`config.mk`:
```
export PLATFORM = sky130hd
export DESIGN_NAME = stack_bus_packet_arbiter
export DESIGN_NICKNAME = d
export VERILOG_FILES = /design/src/rtl/stack_bus_packet_arbiter_pkg.sv /design/src/rtl/stack_bus_arb_fifo.sv /design/src/rtl/stack_bus_packet_arbiter.sv
export SDC_FILE = /design/constraint.sdc
export NUM_CORES = 1
export LEC_CHECK = 0
export BUFFER_PORTS_ARGS = -buffer_cell sky130_fd_sc_hd__buf_2
export CAP_MARGIN = 40
export CELL_PAD_IN_SITES_DETAIL_PLACEMENT = 2
export CELL_PAD_IN_SITES_GLOBAL_PLACEMENT = 2
export CORE_AREA = 10 10 328 330
export CTS_CLUSTER_SIZE = 28
export DETAILED_ROUTE_END_ITERATION = 8
export DIE_AREA = 0 0 338 340
export GPL_TIMING_DRIVEN = 0
export PLACE_DENSITY = 0.83
export SLEW_MARGIN = 20
export SYNTH_ARGS = -nofsm -noshare
export SYNTH_HDL_FRONTEND = slang
export SYNTH_HIERARCHICAL = 1
export SYNTH_SLANG_ARGS = --single-unit
```
`constraint.sdc`:
```
create_clock -name clk -period 3.5 [get_ports clk]
set_clock_uncertainty 0.2 [all_clocks]
set_input_delay 0.875 -clock clk [delete_from_list [all_inputs] [get_ports clk]]
set_output_delay 0.875 -clock clk [all_outputs]
set_load 0.03 [all_outputs]
```
`src/rtl/stack_bus_packet_arbiter_pkg.sv`:
```
// Shared constants for the stack bus packet arbiter: FSM encodings, arbitration
// modes and the source-id width helper.
package stack_bus_packet_arbiter_pkg;

  typedef enum logic {
    ST_IDLE  = 1'b0,
    ST_GRANT = 1'b1
  } arb_state_t;

  localparam logic MODE_ROUND_ROBIN = 1'b0;
  localparam logic MODE_FIXED_PRIO  = 1'b1;

  // Width of a source index, never narrower than one bit.
  function automatic int id_width(input int n);
    return (n > 1) ? $clog2(n) : 1;
  endfunction

endpackage

```
`src/rtl/stack_bus_arb_fifo.sv`:
```
// Per-source beat FIFO. Occupancy is registered so full/empty are clean flops;
// the caller guarantees no push when full and no pop when empty.
module stack_bus_arb_fifo #(
  parameter int WIDTH = 66,
  parameter int DEPTH = 4
) (
  input  logic             clk,
  input  logic             reset_poweron,
  input  logic             push,
  input  logic [WIDTH-1:0] push_data,
  input  logic             pop,
  output logic [WIDTH-1:0] head,
  output logic             empty,
  output logic             full
);

  localparam int PTR_W = (DEPTH > 1) ? $clog2(DEPTH) : 1;
  localparam logic [PTR_W:0] FULL_CNT = (PTR_W+1)'(DEPTH);

  logic [WIDTH-1:0] mem [DEPTH];
  logic [PTR_W-1:0] wr_ptr;
  logic [PTR_W-1:0] rd_ptr;
  logic [PTR_W:0]   count;

  always_ff @(posedge clk) begin
    if (push) mem[wr_ptr] <= push_data;
  end

  always_ff @(posedge clk) begin
    if (reset_poweron) begin
      wr_ptr <= '0;
      rd_ptr <= '0;
      count  <= '0;
    end else begin
      if (push) wr_ptr <= wr_ptr + 1'b1;
      if (pop)  rd_ptr <= rd_ptr + 1'b1;
      case ({push, pop})
        2'b10:   count <= count + 1'b1;
        2'b01:   count <= count - 1'b1;
        default: count <= count;
      endcase
    end
  end

  assign head  = mem[rd_ptr];
  assign empty = (count == '0);
  assign full  = (count == FULL_CNT);

endmodule

```
`src/rtl/stack_bus_packet_arbiter.sv`:
```
// Packet arbiter: NUM_SRC beat FIFOs merged onto one stack bus, whole packets at
// a time, round-robin or fixed priority, with orphan (no-sop) beats dropped.
module stack_bus_packet_arbiter
  import stack_bus_packet_arbiter_pkg::*;
#(
  parameter int NUM_SRC    = 4,
  parameter int DATA_WIDTH = 64,
  parameter int FIFO_DEPTH = 4,
  localparam int SRC_ID_WIDTH = id_width(NUM_SRC)
) (
  input  logic                          clk,
  input  logic                          reset_poweron,
  input  logic                          cfg__arb_mode,
  input  logic [NUM_SRC-1:0]            src__arb__valid,
  input  logic [NUM_SRC*DATA_WIDTH-1:0] src__arb__data,
  input  logic [NUM_SRC-1:0]            src__arb__sop,
  input  logic [NUM_SRC-1:0]            src__arb__eop,
  output logic [NUM_SRC-1:0]            arb__src__ready,
  output logic                          arb__bus__valid,
  output logic [DATA_WIDTH-1:0]         arb__bus__data,
  output logic                          arb__bus__sop,
  output logic                          arb__bus__eop,
  output logic [SRC_ID_WIDTH-1:0]       arb__bus__src_id,
  input  logic                          bus__arb__ready,
  output logic [15:0]                   arb__stat__drop_cnt,
  output logic                          dbg_state
);

  // Handshakes: a beat transfers on the rising edge where valid & ready are both
  // high; valid never waits on ready, and a stalled beat holds all its fields.

  localparam int FW = DATA_WIDTH + 2;
  localparam logic [SRC_ID_WIDTH-1:0] LAST_IDX  = SRC_ID_WIDTH'(NUM_SRC - 1);
  localparam logic [SRC_ID_WIDTH:0]   NUM_SRC_W = (SRC_ID_WIDTH+1)'(NUM_SRC);

  logic [NUM_SRC-1:0]    push, pop, empty, full, head_sop, head_eop, cand, orphan;
  logic [DATA_WIDTH-1:0] head_data [NUM_SRC];

  arb_state_t state, state_nxt;
  logic [SRC_ID_WIDTH-1:0] grant, grant_nxt, last_grant, last_grant_nxt;
  logic [SRC_ID_WIDTH-1:0] start, pick;
  logic [SRC_ID_WIDTH:0]   ofs, sum, drops;
  logic [NUM_SRC-1:0]      rot;
  logic                    found;
  logic [15:0]             drop_cnt, drop_cnt_nxt;
  logic [16:0]             drop_sum;

  for (genvar g = 0; g < NUM_SRC; g++) begin : g_src
    logic [FW-1:0] head;
    assign push[g] = src__arb__valid[g] & ~full[g];
    stack_bus_arb_fifo #(.WIDTH(FW), .DEPTH(FIFO_DEPTH)) u_fifo (
      .clk           (clk),
      .reset_poweron (reset_poweron),
      .push          (push[g]),
      .push_data     ({src__arb__sop[g], src__arb__eop[g],
                       src__arb__data[g*DATA_WIDTH +: DATA_WIDTH]}),
      .pop           (pop[g]),
      .head          (head),
      .empty         (empty[g]),
      .full          (full[g])
    );
    assign head_sop[g]  = head[FW-1];
    assign head_eop[g]  = head[FW-2];
    assign head_data[g] = head[DATA_WIDTH-1:0];
  end

  // Ready comes from registered occupancy only, so a full FIFO stays closed
  // even in the cycle it is popped.
  assign arb__src__ready = ~full;
  assign cand   = ~empty & head_sop;
  assign orphan = ~empty & ~head_sop;

  // Rotate candidates so the search origin sits at bit 0, then priority encode.
  always_comb begin
    start = '0;
    if (cfg__arb_mode == MODE_ROUND_ROBIN && last_grant != LAST_IDX)
      start = last_grant + 1'b1;
    rot   = NUM_SRC'({cand, cand} >> start);
    found = 1'b0;
    ofs   = '0;
    for (int i = 0; i < NUM_SRC; i++) begin
      if (!found && rot[i]) begin
        found = 1'b1;
        ofs   = (SRC_ID_WIDTH+1)'(i);
      end
    end
    sum = {1'b0, start} + ofs;
    if (sum >= NUM_SRC_W) sum = sum - NUM_SRC_W;
    pick  = sum[SRC_ID_WIDTH-1:0];
    drops = '0;
    for (int i = 0; i < NUM_SRC; i++) drops = drops + (SRC_ID_WIDTH+1)'(orphan[i]);
  end

  always_comb begin
    state_nxt        = state;
    grant_nxt        = grant;
    last_grant_nxt   = last_grant;
    drop_cnt_nxt     = drop_cnt;
    drop_sum         = '0;
    pop              = '0;
    arb__bus__valid  = 1'b0;
    arb__bus__data   = '0;
    arb__bus__sop    = 1'b0;
    arb__bus__eop    = 1'b0;
    arb__bus__src_id = '0;
    case (state)
      ST_IDLE: begin
        pop          = orphan;
        drop_sum     = {1'b0, drop_cnt} + 17'(drops);
        drop_cnt_nxt = drop_sum[16] ? 16'hFFFF : drop_sum[15:0];
        if (found) begin
          grant_nxt = pick;
          state_nxt = ST_GRANT;
        end
      end
      ST_GRANT: begin
        arb__bus__valid  = ~empty[grant];
        arb__bus__data   = head_data[grant];
        arb__bus__sop    = head_sop[grant];
        arb__bus__eop    = head_eop[grant];
        arb__bus__src_id = grant;
        if (~empty[grant] && bus__arb__ready) begin
          pop[grant] = 1'b1;
          if (head_eop[grant]) begin
            state_nxt      = ST_IDLE;
            last_grant_nxt = grant;
          end
        end
      end
      default: state_nxt = ST_IDLE;
    endcase
  end

  always_ff @(posedge clk) begin
    if (reset_poweron) begin
      state      <= ST_IDLE;
      grant      <= '0;
      last_grant <= LAST_IDX;
      drop_cnt   <= '0;
    end else begin
      state      <= state_nxt;
      grant      <= grant_nxt;
      last_grant <= last_grant_nxt;
      drop_cnt   <= drop_cnt_nxt;
    end
  end

  assign arb__stat__drop_cnt = drop_cnt;
  assign dbg_state           = state;

endmodule

```
==> flow_metrics.tcl <==
set metrics [dict create \
    final_area_um2 52800 \
    crit_required_ns 2.42 \
    grt_pass1_vias 25100 \
    tightest_slew_ns 0.838 \
    violations "negative setup slack" \
    path_max_fanout 8 \
    gp_congestion 0.793 \
    yosysWarnings 6 \
    grtUsageMet1 0.307 \
    place_ws_ns -0.942 \
    synth-seq-cells 1113 \
    r2r_slack_ns -0.22 \
    core-area_um2 101000 \
    final_nets 2735 \
    grt_max_degree 37 \
    slew_headroom 0.441 \
    setup_viol 85 \
    synthDistinctLibCells 46 \
    final_antenna_net_count 0 \
    rsz0062_at_grt "true" \
    leakagePower_nw 17.5 \
    combinationalPowerShare 0.303 \
    crit_path_top_delay_cell "mux4_2" \
    status "complete, but fails checks" \
    wire_per_inst_um 37.5 \
    cpPeakStageDelay_ns 0.56 \
    top_usage_layer "met2" \
    finalCriticalPeriod_ns 3.99 \
    grt_pass1_wl_um 205000 \
    vias 23000 \
    avgSynthCellArea_um2 22.9 \
    clkPwrFrac 0.295 \
    reg2reg_depth 15 \
    power.switching_w 0.0126 \
    drc 0 \
    syn_area_um2 43200 \
    power.internal_w 0.0289 \
    cp.buffers_inverters 3 \
    hold_ws_ns 0.183 \
    crit_type "reg -> out" \
    cts_buffer_depth 3 \
    irDropWorstVdd_v 0.000542 \
    numCtsBuffers 119 \
    die_y_um 340 \
    pwr-share-seq 0.403 \
    fin_crit_sh 1.14 \
    finalMaxSlewViolations 0 \
    clock.fmax_mhz 251 \
    use_met2 0.443 \
    drv_cap 0 \
    dieWidth_um 338 \
    pin_count 362 \
    start_util 0.427 \
    drtIter0Drc 2146 \
    crit_chain "buf_12 > buf_6 > mux4_2 > mux4_2 > and2_1 > buf_2" \
    post_dp_cell_area_um2 47300 \
    setup_tns_ns -29.85 \
    arrival_ns 2.91 \
    min_path_cells 1 \
    cts_sinks 1113 \
    grt_remaining_overflow 0 \
    synthCells 1883 \
    grt_usage 0.254 \
    fp-row-count 117 \
    h-tree-depth 3 \
    cp_top_family "multiplexers" \
    drtPass1Iterations 5 \
    drive_gt1_frac 0.444 \
    endpoint_kind "output pin" \
    clock_latency_ns 0.71 \
    dieArea_um2 115000 \
    port_buffers 361 \
    setup_ws_ns -0.489 \
    use_met3 0.0674 \
    syn_nets 2185 \
    area_delta_synth_final_pct 22.3 \
    hpwlAfterDp_um 97100 \
    power_density_nw_per_um2 786 \
    min_path_type "in -> reg" \
    switching_share 0.304 \
    seq_area_frac_synth 0.761 \
    cts_hold_buf 0 \
    vias_per_cell 5.84 \
    mostFrequentLayoutCell "edfxtp_1" \
    crit_top_cell "mux4_2" \
    cts-root-buf "clkbuf_16" \
    final_cell_mix "edfxtp_1 (1,056), mux4_2 (331), buf_2 (309), clkbuf_16 (123), buf_6 (86)" \
    hold_viol_final 0 \
    total_power_w 0.0415 \
    cts.clk_slew.worst_paths_ns 0.06 \
    crit_cells 6 \
    antenna_found_initial 67 \
    cp-start-kind "flop" \
    finalWirelength_um 147000 \
    cts_tree "yes" \
]
-- synth_stat cells (all sizes together) --
master,n,area share
a21o,1,0.00017
a21oi,24,0.0028
a31oi,6,0.00087
a32o,2,0.00046
a41oi,1,0.00020
and2,83,0.012
and3,7,0.0010
and4,3,0.00061
and4b,2,0.00046
buf,60,0.011
clkbuf,28,0.0024
dfxtp,57,0.026
edfxtp,1056,0.73
fa,7,0.0032
ha,23,0.0067
inv,35,0.0030
mux2i,7,0.0016
mux4,331,0.17
nand2,13,0.0011
nand2b,5,0.00072
nand3,9,0.0010
nand4,2,0.00029
nor2,43,0.0037
nor2b,9,0.0013
nor3,10,0.0012
nor3b,4,0.0011
nor4,1,0.00014
nor4b,1,0.00020
o2111ai,1,0.00020
o211a,1,0.00023
o211ai,1,0.00017
o21ai,7,0.00098
o21bai,3,0.00052
o22ai,2,0.00029
o31ai,1,0.00017
or2,2,0.00029
or3,5,0.00072
xnor2,13,0.0026
xor2,17,0.0034
-- layer usage --
metal	up-vias	routed length, um
met1	12600	54600
met4	60	4790
met2	964	76600
met5	-	395
met3	322	11000
li1	9033	-
-- cell families after synthesis --
group / after synthesis / synth area share
xor gates and xnor gates: 30 / 0.00608
muxes: 338 / 0.174
AOI/OAI and AO/OA: 50 / 0.00707
and+or+nand+nor: 199 / 0.0260
DFF: 1113 / 0.761
adders and majority gates: 30 / 0.00991
buffers and inverters: 123 / 0.0162
-- final cells by class --
type,count,area [um2]
sequential,1113,32900
inverter,35,131
multi-input combinational,647,10100
tap,1368,1710
buffer,84,895
clock inverter,69,562
timing repair buffer,433,3370
fill,8595,48300
clock buffer,147,3140
antenna,31,77.6
-- worst register-to-register path, stage by stage, from the launching register on --
cell and delay, ns:
dfxtp_4 0.37, buf_12 0.21, buf_6 0.13, mux4_2 0.56
buf_6 0.16, nor2_4 0.11, fa_1 0.44, inv_2 0.08
fa_2 0.22, inv_2 0.06, fa_2 0.39, and4_4 0.21
buf_6 0.12, nand2_4 0.08, clkbuf_16 0.17, a21oi_1 0.07
-- sequential cells by signal (all words and copies together), names as in the netlist, named ones only --
signal,flops
g_src.u_fifo/count,12
dbg_state,1
g_src.u_fifo/mem,1056
g_src.u_fifo/wr_ptr,8
grant,2
g_src.u_fifo/rd_ptr,8
last_grant,2
arb__stat__drop_cnt,16
-- final timing paths --
check	from	end
max	flop	arb__bus__eop
min	src__arb__data[156]	g_src[2].u_fifo/mem[1][28]
max reg2reg	flop	arb__stat__drop_cnt[6]
min reg2reg	last_grant[1]	last_grant[1]
-- what timing repair did --
action,CTS,global route
endpoints found under the setup margin,88,88
resized for setup,325,57
setup buffers,36,10
gates cloned,9,1
pin swaps,8,6
endpoints found under the hold margin,0,0
-- power by group through the flow --
stage               combinational (W)  sequential [W]  clock [W]
CTS                            0.0125          0.0167     0.0124
detailed placement             0.0106          0.0169          0
finish                         0.0126          0.0167     0.0122
floorplan                     0.00672          0.0167          0
global route                   0.0132          0.0168     0.0130
global placement              0.00976          0.0169          0
-- metrics by stage --
| stage | utilization | instances |
|---|---|---|
| after detailed placement | 0.467 | 3635 |
| after CTS | 0.520 | 3893 |
| after global routing | 0.522 | 3909 |
| after global placement | 0.462 | 3612 |
| final | 0.522 | 3927 |
| after floorplan | - | 1883 |
Power figures use the tool's default switching activity.
